File: src/rtl/chdr_pkg.sv
// Shared CHDR definitions for the sc16 -> sc8 narrowing converter.
//   - CHDR header field positions (packet length, has_time flag)
//   - header byte counts with and without a timestamp word
//   - converter state encoding
//   - chdr_narrow_len(): rewrites the packet length for halved payload
package chdr_pkg;

  localparam int unsigned CHDR_LEN_MSB      = 47;
  localparam int unsigned CHDR_LEN_LSB      = 32;
  localparam int unsigned CHDR_HAS_TIME_BIT = 61;

  localparam logic [15:0] CHDR_HDR_BYTES      = 16'd8;
  localparam logic [15:0] CHDR_HDR_TIME_BYTES = 16'd16;

  typedef enum logic [1:0] {
    ST_HEADER = 2'd0,
    ST_TIME   = 2'd1,
    ST_FIRST  = 2'd2,
    ST_SECOND = 2'd3
  } state_t;

  // Header bytes are kept, payload bytes are halved; arithmetic wraps at 16 bits.
  function automatic logic [15:0] chdr_narrow_len(input logic [15:0] len,
                                                  input logic        has_time);
    logic [15:0] hdr_bytes;
    logic [15:0] payload;
    hdr_bytes = has_time ? CHDR_HDR_TIME_BYTES : CHDR_HDR_BYTES;
    payload   = len - hdr_bytes;
    return hdr_bytes + (payload >> 1);
  endfunction

endpackage

File: src/rtl/chdr_16sc_to_8sc_sample.sv
// sc16_to_sc8_sample: narrows one 32-bit sc16 I/Q pair to a 16-bit sc8 pair.
// Component k (i_pair[16k+15:16k]) becomes byte k (o_pair[8k+7:8k]).
//   Build option CHDR_16SC_TO_8SC_ROUND_EN:
//     defined   : round half up ((c+128)>>>8) and clamp to [-128,127]
//     undefined : truncate to c[15:8]
// Purely combinational.
module sc16_to_sc8_sample (
  input  logic [31:0] i_pair,
  output logic [15:0] o_pair
);

  for (genvar g = 0; g < 2; g++) begin : g_comp
`ifdef CHDR_16SC_TO_8SC_ROUND_EN
    logic signed [16:0] biased;
    logic signed [16:0] shifted;
    assign biased  = $signed({i_pair[16*g+15], i_pair[16*g +: 16]}) + 17'sd128;
    assign shifted = biased >>> 8;
    // Only the top end can actually overflow (max 128), but clamp both ways.
    assign o_pair[8*g +: 8] = (shifted > 17'sd127)  ? 8'h7F :
                              (shifted < -17'sd128) ? 8'h80 :
                                                      shifted[7:0];
`else
    assign o_pair[8*g +: 8] = i_pair[16*g+8 +: 8];
`endif
  end

`ifndef CHDR_16SC_TO_8SC_ROUND_EN
  logic unused_lsbs;
  assign unused_lsbs = ^{i_pair[23:16], i_pair[7:0]};
`endif

endmodule

File: src/rtl/setting_reg.sv
// Settings-bus register: captures din[width-1:0] when strobe is high and
// addr matches my_addr.
//   clk, reset (async, active-low), strobe, addr[7:0], din[31:0]
//   out[width-1:0] : registered setting, at_reset after reset
module setting_reg #(
  parameter logic [7:0]       my_addr  = 8'd0,
  parameter int unsigned      width    = 32,
  parameter logic [width-1:0] at_reset = '0
) (
  input  logic             clk,
  input  logic             reset,
  input  logic             strobe,
  input  logic [7:0]       addr,
  input  logic [31:0]      din,
  output logic [width-1:0] out
);

  always_ff @(posedge clk or negedge reset) begin
    if (!reset) begin
      out <= at_reset;
    end else if (strobe && (addr == my_addr)) begin
      out <= din[width-1:0];
    end
  end

  if (width < 32) begin : g_unused
    logic unused_din_hi;
    assign unused_din_hi = ^din[31:width];
  end

endmodule

File: src/rtl/chdr_16sc_to_8sc.sv
// chdr_16sc_to_8sc: streaming CHDR converter, sc16 payload -> sc8 payload.
// Two sc16 payload lines are packed into one sc8 output line; the header
// length is rewritten and the SID destination may be replaced.
//   clk, reset (async, active-low)
//   set_stb/set_addr/set_data : settings bus; register at BASE holds
//                               {set_sid, new_dest[15:0]}
//   i_t*  : sc16 CHDR input stream
//   o_t*  : sc8 CHDR output stream
//   debug : {28'h0, hold_valid, 1'b0, state[1:0]}
// Build option CHDR_16SC_TO_8SC_ROUND_EN selects rounding+saturation
// instead of truncation in the sample converter.
module chdr_16sc_to_8sc
  import chdr_pkg::*;
#(
  parameter int unsigned BASE = 0
) (
  input  logic        clk,
  input  logic        reset,
  input  logic        set_stb,
  input  logic [7:0]  set_addr,
  input  logic [31:0] set_data,
  input  logic [63:0] i_tdata,
  input  logic        i_tlast,
  input  logic        i_tvalid,
  output logic        i_tready,
  output logic [63:0] o_tdata,
  output logic        o_tlast,
  output logic        o_tvalid,
  input  logic        o_tready,
  output logic [31:0] debug
);

  state_t      state, state_nxt;
  logic [31:0] hold;
  logic        hold_valid;
  logic        hold_load;
  logic        hold_clr;
  logic [16:0] sid_cfg;
  logic [31:0] conv_word;
  logic [31:0] sid_field;
  logic [15:0] new_len;
  logic        has_time;
  logic        handshake;

  setting_reg #(
    .my_addr(8'(BASE)),
    .width  (17)
  ) sr_sid (
    .clk   (clk),
    .reset (reset),
    .strobe(set_stb),
    .addr  (set_addr),
    .din   (set_data),
    .out   (sid_cfg)
  );

  sc16_to_sc8_sample u_conv_lo (
    .i_pair(i_tdata[31:0]),
    .o_pair(conv_word[15:0])
  );

  sc16_to_sc8_sample u_conv_hi (
    .i_pair(i_tdata[63:32]),
    .o_pair(conv_word[31:16])
  );

  assign has_time  = i_tdata[CHDR_HAS_TIME_BIT];
  assign new_len   = chdr_narrow_len(i_tdata[CHDR_LEN_MSB:CHDR_LEN_LSB], has_time);
  assign sid_field = sid_cfg[16] ? {i_tdata[15:0], sid_cfg[15:0]} : i_tdata[31:0];
  assign handshake = i_tvalid && o_tready;
  assign debug     = {28'h0, hold_valid, 1'b0, state};

  always_ff @(posedge clk or negedge reset) begin
    if (!reset) begin
      state      <= ST_HEADER;
      hold       <= '0;
      hold_valid <= 1'b0;
    end else begin
      state <= state_nxt;
      if (hold_load) begin
        hold       <= conv_word;
        hold_valid <= 1'b1;
      end else if (hold_clr) begin
        hold_valid <= 1'b0;
      end
    end
  end

  always_comb begin
    state_nxt = state;
    o_tdata   = i_tdata;
    o_tvalid  = i_tvalid;
    o_tlast   = i_tlast;
    i_tready  = o_tready;
    hold_load = 1'b0;
    hold_clr  = 1'b0;
    case (state)
      ST_HEADER: begin
        o_tdata = {i_tdata[63:48], new_len, sid_field};
        if (handshake) begin
          state_nxt = i_tlast ? ST_HEADER : (has_time ? ST_TIME : ST_FIRST);
        end
      end
      ST_TIME: begin
        if (handshake) begin
          state_nxt = i_tlast ? ST_HEADER : ST_FIRST;
        end
      end
      ST_FIRST: begin
        o_tdata = {conv_word, 32'h0};
        if (!i_tlast) begin
          // First half of a pair is absorbed regardless of downstream ready.
          i_tready = 1'b1;
          o_tvalid = 1'b0;
          o_tlast  = 1'b0;
          if (i_tvalid) begin
            hold_load = 1'b1;
            state_nxt = ST_SECOND;
          end
        end else begin
          o_tlast = 1'b1;
          if (handshake) begin
            state_nxt = ST_HEADER;
          end
        end
      end
      ST_SECOND: begin
        o_tdata = {hold, conv_word};
        if (handshake) begin
          hold_clr  = 1'b1;
          state_nxt = i_tlast ? ST_HEADER : ST_FIRST;
        end
      end
      default: state_nxt = ST_HEADER;
    endcase
  end

endmodule

File: config.mk
export PLATFORM = sky130hd
export DESIGN_NAME = chdr_16sc_to_8sc
export DESIGN_NICKNAME = d
export VERILOG_FILES = /design/src/rtl/chdr_pkg.sv /design/src/rtl/chdr_16sc_to_8sc_sample.sv /design/src/rtl/setting_reg.sv /design/src/rtl/chdr_16sc_to_8sc.sv
export SDC_FILE = /design/constraint.sdc
export NUM_CORES = 1
export LEC_CHECK = 0
export ABC_AREA = 1
export CORE_MARGIN = 2
export CORE_UTILIZATION = 30
export CTS_CLUSTER_SIZE = 28
export DETAILED_ROUTE_END_ITERATION = 10
export DONT_BUFFER_PORTS = 1
export PLACE_DENSITY = 0.56
export SETUP_SLACK_MARGIN = 0.4
export SYNTH_ARGS = -nofsm -noshare
export SYNTH_HDL_FRONTEND = slang
export SYNTH_SLANG_ARGS = --single-unit
File: constraint.sdc
create_clock -name clk -period 6.5 [get_ports clk]
set_input_delay 0.975 -clock clk [delete_from_list [all_inputs] [get_ports clk]]
set_output_delay 0.975 -clock clk [all_outputs]
set_load 0.01 [all_outputs]
# Yosys cells after proc, flatten, opt, wreduce, memory -nomap -nowiden
# Index checks and enable logic that the tools add are counted.
[totals] ff_bits=52 inputBits=110 output_inout_bits=99 elab_cells=45
[classes] n_addsub=2 n_eq_ne=7 muxes=25 n_reduce_logical=7
[ops] cell="one-hot mux 64 bit (3 select lines)" count=1
[ops] cell="two-way mux 32 bit" count=1
[ops] cell="adder 5 x 15 -> 16 bit" count=1
[ops] cell="two-way mux 2 bit" count=8
[ops] cell="subtractor 16 x 5 -> 16 bit" count=1
[ops] cell="two-way mux 1 bit" count=13
[ops] cell="logical NOT 8 bit" count=1
[ops] cell="inequality test 3 bit (second input constant)" count=2
[ops] cell="one-hot mux 2 bit (3 select lines)" count=1
[ops] cell="two-way mux 5 bit" count=1
[ops] cell="equality test 2 bit (second input constant)" count=2
[ops] cell="AND reduction 4 bit" count=1
[ops] cell="equality test 2 x 1 -> 1 bit (second input constant)" count=1
[ops] cell="logical AND 1 bit" count=2
[ops] cell="logical NOT 2 bit" count=1
[ops] cell="inequality test 2 x 1 -> 1 bit (second input constant)" count=1
[ops] cell="inequality test 2 bit (second input constant)" count=1
[ops] cell="nonzero test 2 bit" count=1
[ops] cell="OR reduction 2 bit" count=1

# Longest topological paths before layout
# Gate-level depths: netlist of the first run.
[logic_depth] word_depth=5 mapped_depth=17 ltp_nobuf=17

# Hierarchy
# A second synthesis of the first run with hierarchy kept.
[unflattened] cells_unflattened=737 hier_area_um2=4901.0
[modules_own_cells] mod="chdr_16sc_to_8sc" instances=1 cells_per_inst=604 area_each_um2=3774.9 seq_area_each_um2=875.8
[modules_own_cells] mod="setting_reg" instances=1 cells_per_inst=101 area_each_um2=885.8 seq_area_each_um2=425.4
[modules_own_cells] mod="sc16_to_sc8_sample" instances=2 cells_per_inst=16 area_each_um2=120.1 seq_area_each_um2=0.0

# Least setup slack after synthesis of the first run
# Ideal clock, no wire load.
[synth_path] path_type="in2out" from="input port i_tdata[61]" to="output port o_tdata[42]" arrival_time_ns=3.097 required_time_ns=5.525 slack_ns=2.428 cell_stages=16 path_buffers=0 cell_sequence="inv_1 ha_1 fa_1 inv_2 nor2_1 nor2_1 inv_1 ha_1 a21o_1 nand3_2 nor2_2 nand3_1 nor2_2 or2_1 nand2_1 nand3b_1"
[synth_between] elab_chain_len=4
[synth_lines] item="start: declaration" line_no="chdr_16sc_to_8sc.sv:22" text="input logic [63:0] i_tdata,"
[synth_lines] item="two-way mux 5 bit *" line_no="chdr_pkg.sv:27" text="hdr_bytes = has_time ? CHDR_HDR_TIME_BYTES : CHDR_HDR_BYTES;"
[synth_lines] item="subtractor 16 x 5 -> 16 bit" line_no="chdr_pkg.sv:28" text="payload = len - hdr_bytes;"
[synth_lines] item="adder 5 x 15 -> 16 bit *" line_no="chdr_pkg.sv:29" text="return hdr_bytes + (payload >> 1);"
[synth_lines] item="one-hot mux 64 bit (3 select lines) *" line_no="chdr_16sc_to_8sc.sv:97" text="case (state)"
[synth_lines] item="end: declaration" line_no="chdr_16sc_to_8sc.sv:26" text="output logic [63:0] o_tdata,"
# Every way passes the cells marked *; elsewhere a longest branch is shown, timed or not.

# Worst setup path in the final report of the first run
[layout_path] from="register state[0]" to="output port o_tdata[35]"
[layout_between] elab_chain_len=2 word_cells_on_any_way=4 classes_between="eq/ne (2); mux (1); reduce/logical (1)"
[layout_lines] item="start: declaration" line_no="chdr_16sc_to_8sc.sv:33" text="state_t state, state_nxt;"
[layout_lines] item="start signal: assignment" line_no="chdr_16sc_to_8sc.sv:79" text="state <= state_nxt;"
[layout_lines] item="equality test 2 bit / logical NOT 2 bit (equally long branches)" line_no="chdr_16sc_to_8sc.sv:97"
[layout_lines] item="one-hot mux 64 bit (3 select lines) *" line_no="chdr_16sc_to_8sc.sv:97"
# Marked as above.

==> results of run 1 <==
## cell usage after synthesis (2+ instances only)
cell type and number:
sky130_fd_sc_hd__buf_2 12, sky130_fd_sc_hd__inv_1 84, sky130_fd_sc_hd__o2111ai_1 7, sky130_fd_sc_hd__nor2_2 12
sky130_fd_sc_hd__dfrtp_1 52, sky130_fd_sc_hd__clkbuf_1 22, sky130_fd_sc_hd__a21oi_1 12, sky130_fd_sc_hd__nand2_1 165
sky130_fd_sc_hd__ha_1 4, sky130_fd_sc_hd__nand3_1 23, sky130_fd_sc_hd__buf_4 31, sky130_fd_sc_hd__o211ai_1 8
sky130_fd_sc_hd__a32oi_1 11, sky130_fd_sc_hd__nand4_1 5, sky130_fd_sc_hd__inv_2 3, sky130_fd_sc_hd__nor2_1 25
sky130_fd_sc_hd__nand2_2 9, sky130_fd_sc_hd__o21ai_0 87, sky130_fd_sc_hd__o21ai_1 7, sky130_fd_sc_hd__o22ai_1 11
sky130_fd_sc_hd__nor2_4 6, sky130_fd_sc_hd__fa_1 2, sky130_fd_sc_hd__o221ai_1 20, sky130_fd_sc_hd__nand3_2 3
sky130_fd_sc_hd__nand3b_1 5
## cell families (layout without fill, tap and decap cells)
family | Yosys count | in the layout | synth area share
simple gates | 258 | 258 | 0.269
compound gates | 170 | 170 | 0.243
buf+inv | 153 | 99 | 0.163
flops | 52 | 52 | 0.301
fa+ha+maj | 6 | 6 | 0.0208
other cells | 1 | 29 | 0.000867
xor+xnor | 1 | 1 | 0.00203
## power by group
part	switching, W	internal [W]
sequential	0.0000752	0.000432
clock	0.000121	0.000141
combinational	0.000429	0.000175
## layout make-up
type / count / share of cell area
inverter: 87 / 0.0733
tap: 180 / 0.0506
clock buffer: 6 / 0.0289
clock inverter: 1 / 0.00112
multi-input combinational: 464 / 0.546
sequential: 52 / 0.292
timing repair buffer: 5 / 0.00843
## layer usage
metal  wire [um]  track usage  up-vias
met2        7410        0.338      217
met5           0            0        -
li1            -            -     2017
met4         278       0.0442        0
met1        6850        0.278     2038
met3        1170       0.0421       19
## metrics by stage
stage | hold slack [ns] | total power, W | util | cells | worst slack, ns
final | 0.372 | 0.00137 | 0.318 | 795 | 2.07
after global routing | 0.357 | 0.00148 | 0.318 | 795 | 1.77
after CTS | 0.363 | 0.00138 | 0.318 | 795 | 2.07
after detailed placement | 0.473 | 0.00112 | 0.309 | 788 | 2.09
after global placement | 0.464 | 0.00110 | 0.309 | 788 | 2.09
after floorplan | 0.448 | 0.000979 | - | 669 | 2.43
## layout by cell type (no fill, tap or decap), drive strengths merged
cell type,n
clkinv,1
fa,2
conb,29
or2,1
o2111ai,7
inv,87
a22oi,2
nor2,43
buf,5
nor4,1
nand3b,5
nand4,5
nand2,175
ha,4
a32oi,11
o21ai,95
a21o,1
a31oi,1
o221ai,20
clkbuf,6
nand3,26
dfrtp,52
a21oi,12
nor3,2
xor2,1
o21bai,1
o311ai,1
o211ai,8
o22ai,11
## state kept, by name (all words and copies together) (netlist names)
register,flops
hold_valid,1
sr_sid.out,17
state,2
hold,32
## final timing paths
kind | start | end | cells after the start
setup / recovery | state[0]$_DFFE_PN0P_ | o_tdata[35] | 7
max in group asynchronous | reset | sr_sid.out[1]$_DFFE_PN0P_ | 0
min in group clk | hold[28]$_DFFE_PN0P_ | hold[28]$_DFFE_PN0P_ | 2
hold reg to reg | hold[28]$_DFFE_PN0P_ | hold[28]$_DFFE_PN0P_ | 2
setup reg to reg | state[0]$_DFFE_PN0P_ | state[0]$_DFFE_PN0P_ | 5
hold / removal | reset | sr_sid.out[12]$_DFFE_PN0P_ | 0
==> parameters.txt, run 1 <==
Parameter                              Value

Outcome
  Result of the run    finished, final reports clean

STA
  Final-layout setup total negative slack    0 ns
  Period utilization    0.682
  Minimum clock period after layout    4.43 ns
  Hold Fails Final Rpt    0
  Relative slew slack    0.296
  Setup repair after global routing missed its margin    no
  # setup viols final    0
  Max Slew Vio Count    0
  Clock Skew    around 0.0054 ns
  Maximum clock frequency    226 MHz
  Least-Margin Pin Slew    1.05 ns

Worst setup path
  Data required time at the worst endpoint    roughly 5.5 ns
  Worst path top cell family by delay    flip-flops
  Cell-by-cell trace of the critical path    nand2_1, inv_1, buf_4, nand2_1, o21ai_0, a21oi_1, o21ai_0
  WS Path Type    reg -> out
  Setup slack of the worst register-to-register path    3.78 ns
  Endpoint type of the worst setup path    output port
  Critical-path cell with the highest stage delay    sky130_fd_sc_hd__dfrtp_1
  Delay of the slowest cell on the worst path    0.95 ns
  Largest fanout on the critical path    31
  Category of the worst setup path launch point    flop
  CP Buf/Inv Count    2
  Arrival time at the worst endpoint    3.46 ns

Logic synthesis
  Number of synthesized flops with an enable pin    0
  Largest area contributor in the netlist    sky130_fd_sc_hd__dfrtp_1
  Share of flip-flops with an asynchronous set or reset    1.00
  Post-synthesis instance total    641
  Number of synthesized register bits    52
  Register area share after synthesis    0.301
  Count of warnings emitted by yosys    0
  Combined area of all synthesized cells    4330 um2
  Top flip-flop cell by instance count after synthesis    sky130_fd_sc_hd__dfrtp_1
  Leading post-synthesis cells by cell area    sky130_fd_sc_hd__dfrtp_1 (30%), sky130_fd_sc_hd__nand2_1 (14%), sky130_fd_sc_hd__o21ai_0 (10%)
  Synth top area share    0.301
  Mean area per synthesized cell    6.75 um2
  Number of distinct library cells after synthesis    40

Clocking
  Register clock-pin slew on the reported worst setup and hold paths    0.07 ns
  Buffers inserted during post-CTS setup optimization    0
  Skew-Pair Late Insertion Delay    0.30 ns
  Number of CTS-inserted buffers    5
  Number of buffers inserted by hold repair at cts    0
  Clk buf depth    2
  Total of cells resized after clock tree synthesis    0
  Cell at the root of the clock tree    sky130_fd_sc_hd__clkbuf_16
  Max H-tree Level    2
  CTS tree    yes
  CTS sink cnt    52

Floorplan
  Die width    124 um
  I/O pin count    209
  Die Footprint    ~15000 um2
  Area of the core region    14000 um2
  Std-Cell Rows    43
  Effective utilization at floorplan    0.309
  Overall die height    ~120 um

Min path
  Hold WC Path Type    in -> async

Placement
  Number of I/O port buffers    0
  Half-perimeter wire length after placement    between 10000 and 15000 um
  Post-place instance area    between 4000 and 5000 um2
  Global placer's final weighted congestion    0.900

GRT
  Global-route wire length before repair    around 24000 um
  GRT Overall Usage    0.205
  Number of antenna violations at the first check in global routing    0
  GR Overflow Total    0
  Via count of the first global-routing pass    approximately 4000
  Largest net degree at the start of global routing    67

Finish
  Fillers    1537
  Area used by multi-input combinational logic    2430 um2
  Synth-to-layout area growth    2.98%
  Diode count    0
  Register area    between 1000 and 1500 um2
  Final #Nets    about 730
  Proportion of layout cells with a drive suffix above 1    0.0780
  Post-route cell area    4450 um2

Route
  DR WL/cell    19.8 um
  First-iteration detailed-routing DRC count    293
  DRC    0
  Routed WL    approximately 16000 um
  Via-per-instance ratio    5.40
  Vias after detailed routing    4291
  Antenna-violating nets left    0
  First-pass iteration count of the detailed router    5

Power
  Lkg Pwr    2.03 nW
  Maximum VDD drop    0.164 mV
  Power density normalized to cell area    slightly above 300 nW/um2

Job
  Total of max-cap violations    0
(Power assumes the default switching activity.)
==> inputs of run 2 (changes only) <==
- clock period: 6.5 -> 4.15 ns (I/O delays scaled with it)
==> run 2 against run 1 <==
- first-iteration DRC count fell by 2.4%
- clock skew barely moved
- setup slack got worse by 1.4 ns
- die area did not move
- non-clock buffer count rose by 7
- cell count rose by 0.63%
- clock power rose by 50%
- combinational power rose by 61%
- core utilization rose by 0.44 points
- largest cell class unchanged
- largest power group unchanged
==> parameters.txt, run 2 (synthesis results as in run 1) <==
Parameter                              Value

Outcome
  Result of the run    finished, final reports clean

STA
  # setup viols final    0
  Least-Margin Pin Slew    1.05 ns
  Hold Fails Final Rpt    0
  Final-layout setup total negative slack    0 ns
  Max Slew Vio Count    0
  Maximum clock frequency    289 MHz
  Relative slew slack    0.298
  Clock Skew    0.00505 ns
  Period utilization    0.835
  Setup repair after global routing missed its margin    no
  Min Hold Slack    0.0209 ns
  Minimum clock period after layout    3.47 ns

Power
  Part of the total power dissipated in sequential elements    0.367
  Switching part of the total power    0.453
  Part of the power in combinational logic    0.450
  Power density normalized to cell area    479 nW/um2
  P_sw    0.000979 W
  Part of the power in the clock network    0.182
  Lkg Pwr    2.06 nW
  Internal Pwr Total    0.00118 W
  Maximum VDD drop    0.198 mV

Floorplan
  Effective utilization at floorplan    0.309
  Std-Cell Rows    43
  Die Footprint    approximately 15000 um2
  I/O pin count    209
  Area of the core region    about 14000 um2
  Overall die height    124 um
  Die width    124 um

Clocking
  Max H-tree Level    2
  CTS sink cnt    52
  Number of buffers inserted by hold repair at cts    0
  Register clock-pin slew on the reported worst setup and hold paths    0.06 ns
  Clk buf depth    2
  CTS tree    yes
  Cell at the root of the clock tree    sky130_fd_sc_hd__clkbuf_16
  Number of CTS-inserted buffers    5
  Skew-Pair Late Insertion Delay    about 0.3 ns

GRT
  Number of antenna violations at the first check in global routing    0
  Highest-utilization routing layer at the global route stage    met2
  Global-route wire length before repair    around 24000 um
  Via count of the first global-routing pass    3988
  Largest net degree at the start of global routing    roughly 60
  Met1 track demand over resource in global routing    0.275
  Met2 Usage GRT    0.341
  GR Overflow Total    0
  GRT Overall Usage    0.207
  Met3 layer usage reported by global route    0.0481

Finish
  Diode count    0
  Post-route cell area    4520 um2
  Synth-to-layout area growth    4.40%
  Max FFs per register    32
  Proportion of layout cells with a drive suffix above 1    0.0968
  Largest registers    hold (32), sr_sid.out (17), state (2)
  Most frequent cells in the layout    sky130_fd_sc_hd__nand2_1 (165), sky130_fd_sc_hd__o21ai_0 (87), sky130_fd_sc_hd__inv_1 (83), sky130_fd_sc_hd__dfrtp_1 (51), sky130_fd_sc_hd__conb_1 (29)
  Core occupancy in the finished layout    0.323
  Post-route insts no fill    800
  Largest reg by FF count    hold
  Most common library cell in the layout ignoring fill and taps    sky130_fd_sc_hd__nand2_1
  Final #Nets    738

Placement
  Global placer's final weighted congestion    0.912
  Half-perimeter wire length after placement    around 12000 um
  Post-place instance area    approximately 4400 um2
  Number of I/O port buffers    0
  DP Cell Count    793

Worst setup path
  Data required time at the worst endpoint    3.53 ns
  Endpoint type of the worst setup path    output port
  Category of the worst setup path launch point    primary input
  Arrival time at the worst endpoint    2.84 ns
  Largest fanout on the critical path    5
  WS Path Type    in -> out

Min path
  Hold WC Path Type    in -> async

Route
  Antenna-violating nets left    0
  Vias after detailed routing    4296
  Via-per-instance ratio    roughly 5.4
  DR WL/cell    between 15 and 20 um
  Routed WL    approximately 16000 um
  First-pass iteration count of the detailed router    5
  First-iteration detailed-routing DRC count    286
  DRC    0

Job
  Total of max-cap violations    0
run 2: routing by layer:
metal | share of wire | routed length (um) | vias to the layer above
met1 | 0.42 | 6770 | 2047
met5 | 0 | 0 | -
li1 | - | - | 2033
met2 | 0.48 | 7680 | 200
met4 | 0.013 | 214 | 0
met3 | 0.080 | 1280 | 16
run 2: stage by stage:
| step | worst slack, ns | power (W) |
|---|---|---|
| 2_1_floorplan | 0.783 | 0.00153 |
| 3_3_place_gp | 0.451 | 0.00175 |
| 3_5_place_dp | 0.457 | 0.00177 |
| 4_1_cts | 0.421 | 0.00217 |
| 5_1_grt | 0.426 | 0.00232 |
| 6_report | 0.684 | 0.00216 |
run 2: final cells by class:
cell class / instances / area, um2
Sequential cell: 52 / 1300
Fill cell: 1537 / 9470
Timing Repair Buffer: 12 / 90.1
Clock buffer: 5 / 125
Multi-Input combinational cell: 464 / 2440
Tap cell: 180 / 225
Inverter: 87 / 330
run 2: critical path, stage by stage:
cell	delay, ns
sky130_fd_sc_hd__clkinvlp_4	0.07
sky130_fd_sc_hd__ha_2	0.19
sky130_fd_sc_hd__fa_2	0.40
sky130_fd_sc_hd__inv_2	0.06
sky130_fd_sc_hd__nor2_1	0.06
sky130_fd_sc_hd__nor2_2	0.13
sky130_fd_sc_hd__inv_1	0.06
sky130_fd_sc_hd__ha_1	0.27
sky130_fd_sc_hd__a21o_1	0.12
sky130_fd_sc_hd__nand3_2	0.11
sky130_fd_sc_hd__nor2_2	0.11
sky130_fd_sc_hd__nand3_1	0.12
sky130_fd_sc_hd__nor2_2	0.18
sky130_fd_sc_hd__or2_1	0.12
sky130_fd_sc_hd__nand2_1	0.05
sky130_fd_sc_hd__nand3b_1	0.17
run 2: path summary, 6_finish.rpt:
kind                                           start                         to  slack (ns)  cells after the start
worst max-delay path                     i_tdata[61]                o_tdata[42]        0.68                     16
worst min-delay path                           reset  sr_sid.out[8]$_DFFE_PN0P_        0.02                      0
worst max register to register  state[1]$_DFFE_PN0P_        hold[0]$_DFFE_PN0P_        1.65                      7
worst min register to register   hold[1]$_DFFE_PN0P_        hold[1]$_DFFE_PN0P_        0.49                      2
max in group asynchronous                      reset       hold[21]$_DFFE_PN0P_        4.02                      0
min in group clk                         set_data[3]  sr_sid.out[3]$_DFFE_PN0P_        0.45                      2
run 2: power by group through the flow:
stage / sequential (W) / clock, W / combinational (W)
2_1_floorplan: 0.000754 / 0 / 0.000779
3_5_place_dp: 0.000799 / 0 / 0.000972
3_3_place_gp: 0.000792 / 0 / 0.000955
5_1_grt: 0.000814 / 0.000422 / 0.00108
4_1_cts: 0.000791 / 0.000405 / 0.000976
6_report: 0.000793 / 0.000394 / 0.000973
run 2: repair_timing:
action	in CTS	in global routing
endpoints found under the setup margin	0	11
buffers inserted	0	2
endpoints found under the hold margin	0	0
resized for setup	0	6
==> inputs of run 3 (changes only) <==
- clock period: 4.15 -> 3.5 ns (I/O delays scaled with it)
==> run 3 against run 2 <==
- hold slack improved by 0.073 ns
- clock skew decreased by 0.0033 ns
- clock power increased by 29%
- wire length increased by 1.3%
- sequential share of layout area decreased by 2.3 points
- sequential cell count unchanged
- register-to-register slack got worse by 0.44 ns
- final area increased by 8.4%
- die area unchanged
==> parameters.txt, run 3 (synthesis results as in run 1) <==
Parameter                              Value

Outcome
  Result of the run    finished, final reports clean

STA
  Final-layout setup total negative slack    0 ns
  Minimum clock period after layout    3.05 ns
  Setup repair after global routing missed its margin    yes
  Max Slew Vio Count    0
  Relative slew slack    0.267
  Maximum clock frequency    328 MHz
  Hold Fails Final Rpt    0
  Clock Skew    0.00174 ns
  # setup viols final    0
  Final critical-path setup slack    0.453 ns
  Least-Margin Pin Slew    ~1.1 ns
  Period utilization    0.871

Min path
  Hold WC Path Type    in -> async

Finish
  Diode count    0
  Proportion of layout cells with a drive suffix above 1    0.157
  Most common library cell in the layout ignoring fill and taps    sky130_fd_sc_hd__nand2_1
  Final #Nets    770
  Most frequent cells in the layout    sky130_fd_sc_hd__nand2_1 (165), sky130_fd_sc_hd__o21ai_0 (85), sky130_fd_sc_hd__inv_1 (80), sky130_fd_sc_hd__dfrtp_1 (52), sky130_fd_sc_hd__buf_4 (42)
  Largest reg by FF count    hold
  Max FFs per register    32
  Core occupancy in the finished layout    0.350
  Largest registers    hold (32), sr_sid.out (17), state (2)
  Synth-to-layout area growth    13.2%
  Post-route insts no fill    835

Clocking
  Clk buf depth    2
  CTS tree    yes
  CTS sink cnt    52
  Max H-tree Level    2
  Register clock-pin slew on the reported worst setup and hold paths    0.06 ns
  Skew-Pair Late Insertion Delay    0.29 ns
  Cell at the root of the clock tree    sky130_fd_sc_hd__clkbuf_16
  Number of CTS-inserted buffers    5

Worst setup path
  Endpoint type of the worst setup path    output port
  Delay of the slowest cell on the worst path    0.38 ns
  Arrival time at the worst endpoint    2.52 ns
  Category of the worst setup path launch point    primary input
  Data required time at the worst endpoint    a little under 3 ns
  Critical-path cell with the highest stage delay    sky130_fd_sc_hd__fa_2
  Worst path top cell family by delay    simple AND/OR/NAND/NOR gates
  CP Buf/Inv Count    2
  Cell-by-cell trace of the critical path    inv_8, ha_4, fa_2, nor2_2, nor2_4, buf_4, fa_2, nor2_4, nand2_1, nor2_1, nand2_1, nand2_1, nand3_1, nand4_1
  Largest fanout on the critical path    4
  WS Path Type    in -> out
  Most common cell type on the critical path    sky130_fd_sc_hd__nand2_1

Placement
  Pre-CTS setup slack    0.162 ns
  Half-perimeter wire length after placement    ~12000 um
  Global placer's final weighted congestion    0.875
  Number of I/O port buffers    0
  DP Cell Count    820

Power
  Power density normalized to cell area    569 nW/um2
  Design Power    0.00278 W
  Maximum VDD drop    around 0.35 mV
  Lkg Pwr    2.25 nW

GRT
  GRT Overall Usage    0.208
  GR Overflow Total    0
  Largest net degree at the start of global routing    53
  Global-route wire length before repair    ~24000 um
  Number of antenna violations at the first check in global routing    0
  Via count of the first global-routing pass    between 4000 and 5000

Floorplan
  Die width    ~120 um
  Overall die height    124 um
  Area of the core region    14000 um2
  Die Footprint    15400 um2
  Std-Cell Rows    43
  Effective utilization at floorplan    0.309
  I/O pin count    209

Route
  First-iteration detailed-routing DRC count    between 300 and 400
  First-pass iteration count of the detailed router    5
  Antenna-violating nets left    0
  DRC    0
  DR WL/cell    19.3 um
  Routed WL    between 15000 and 20000 um
  Vias after detailed routing    roughly 4400
  Via-per-instance ratio    5.23

Job
  Total of max-cap violations    0
-- run 3: cell types whose count changed in the layout (fill, tap and decap cells not counted), sizes merged --
cell,previous run,this run
inv,86,87
clkinvlp,1,0
clkbuf,5,8
buf,12,44
-- run 3: cell type report --
cell class                 count  area, um2
sequential                    52       1300
clock buffer                   8        146
fill                        1532       9090
inverter                      87        339
multi-input combinational    464       2520
tap                          180        225
timing repair buffer          44        363
-- run 3: worst paths after layout --
kind                                 startpoint                        end  slack (ns)  depth (start not counted)
min in group clk                    set_data[3]  sr_sid.out[3]$_DFFE_PN0P_        0.36                          2
hold reg to reg            hold[14]$_DFFE_PN0P_       hold[14]$_DFFE_PN0P_        0.49                          2
setup / recovery                    i_tdata[61]                o_tdata[41]        0.45                         14
max in group asynchronous                 reset       hold[13]$_DFFE_PN0P_        3.18                          1
hold / removal                            reset  sr_sid.out[2]$_DFFE_PN0P_        0.09                          1
setup reg to reg           state[1]$_DFFE_PN0P_       hold[22]$_DFFE_PN0P_        1.21                          7
-- run 3: through the flow --
stage | hold WS [ns] | instance area, um2
floorplan | 0.229 | 4430
global placement | 0.232 | 4580
detailed placement | 0.231 | 4580
CTS | 0.0982 | 4840
global route | 0.110 | 4900
finish | 0.0936 | 4900
-- run 3: layer usage --
layer,up-vias,share of wire,track usage
met4,0,0.015,0.0400
met1,2059,0.42,0.274
met3,15,0.082,0.0508
li1,2104,-,-
met2,186,0.48,0.350
met5,-,0,0
-- run 3: worst reg2reg max path, cell delays in order, from the launching register on --
cell and delay [ns]:
sky130_fd_sc_hd__dfrtp_1 0.48, sky130_fd_sc_hd__inv_2 0.29, sky130_fd_sc_hd__nor2_4 0.08, sky130_fd_sc_hd__inv_2 0.37, sky130_fd_sc_hd__nor2_4 0.06, sky130_fd_sc_hd__nand2_2 0.46, sky130_fd_sc_hd__buf_4 0.32, sky130_fd_sc_hd__o21ai_0 0.10
-- run 3: timing repair --
item	4_1_cts	5_1_grt
buffers inserted	5	1
pin swaps	13	9
resized for setup	17	11
hold buffers	1	0
hold endpoints to repair	52	0
endpoints found under the setup margin	10	8
-- run 3: where the power goes --
group          switching (W)  internal (W)
Combinational       0.000863      0.000489
Sequential          0.000124      0.000801
Clock               0.000222      0.000286
Total                0.00121       0.00158
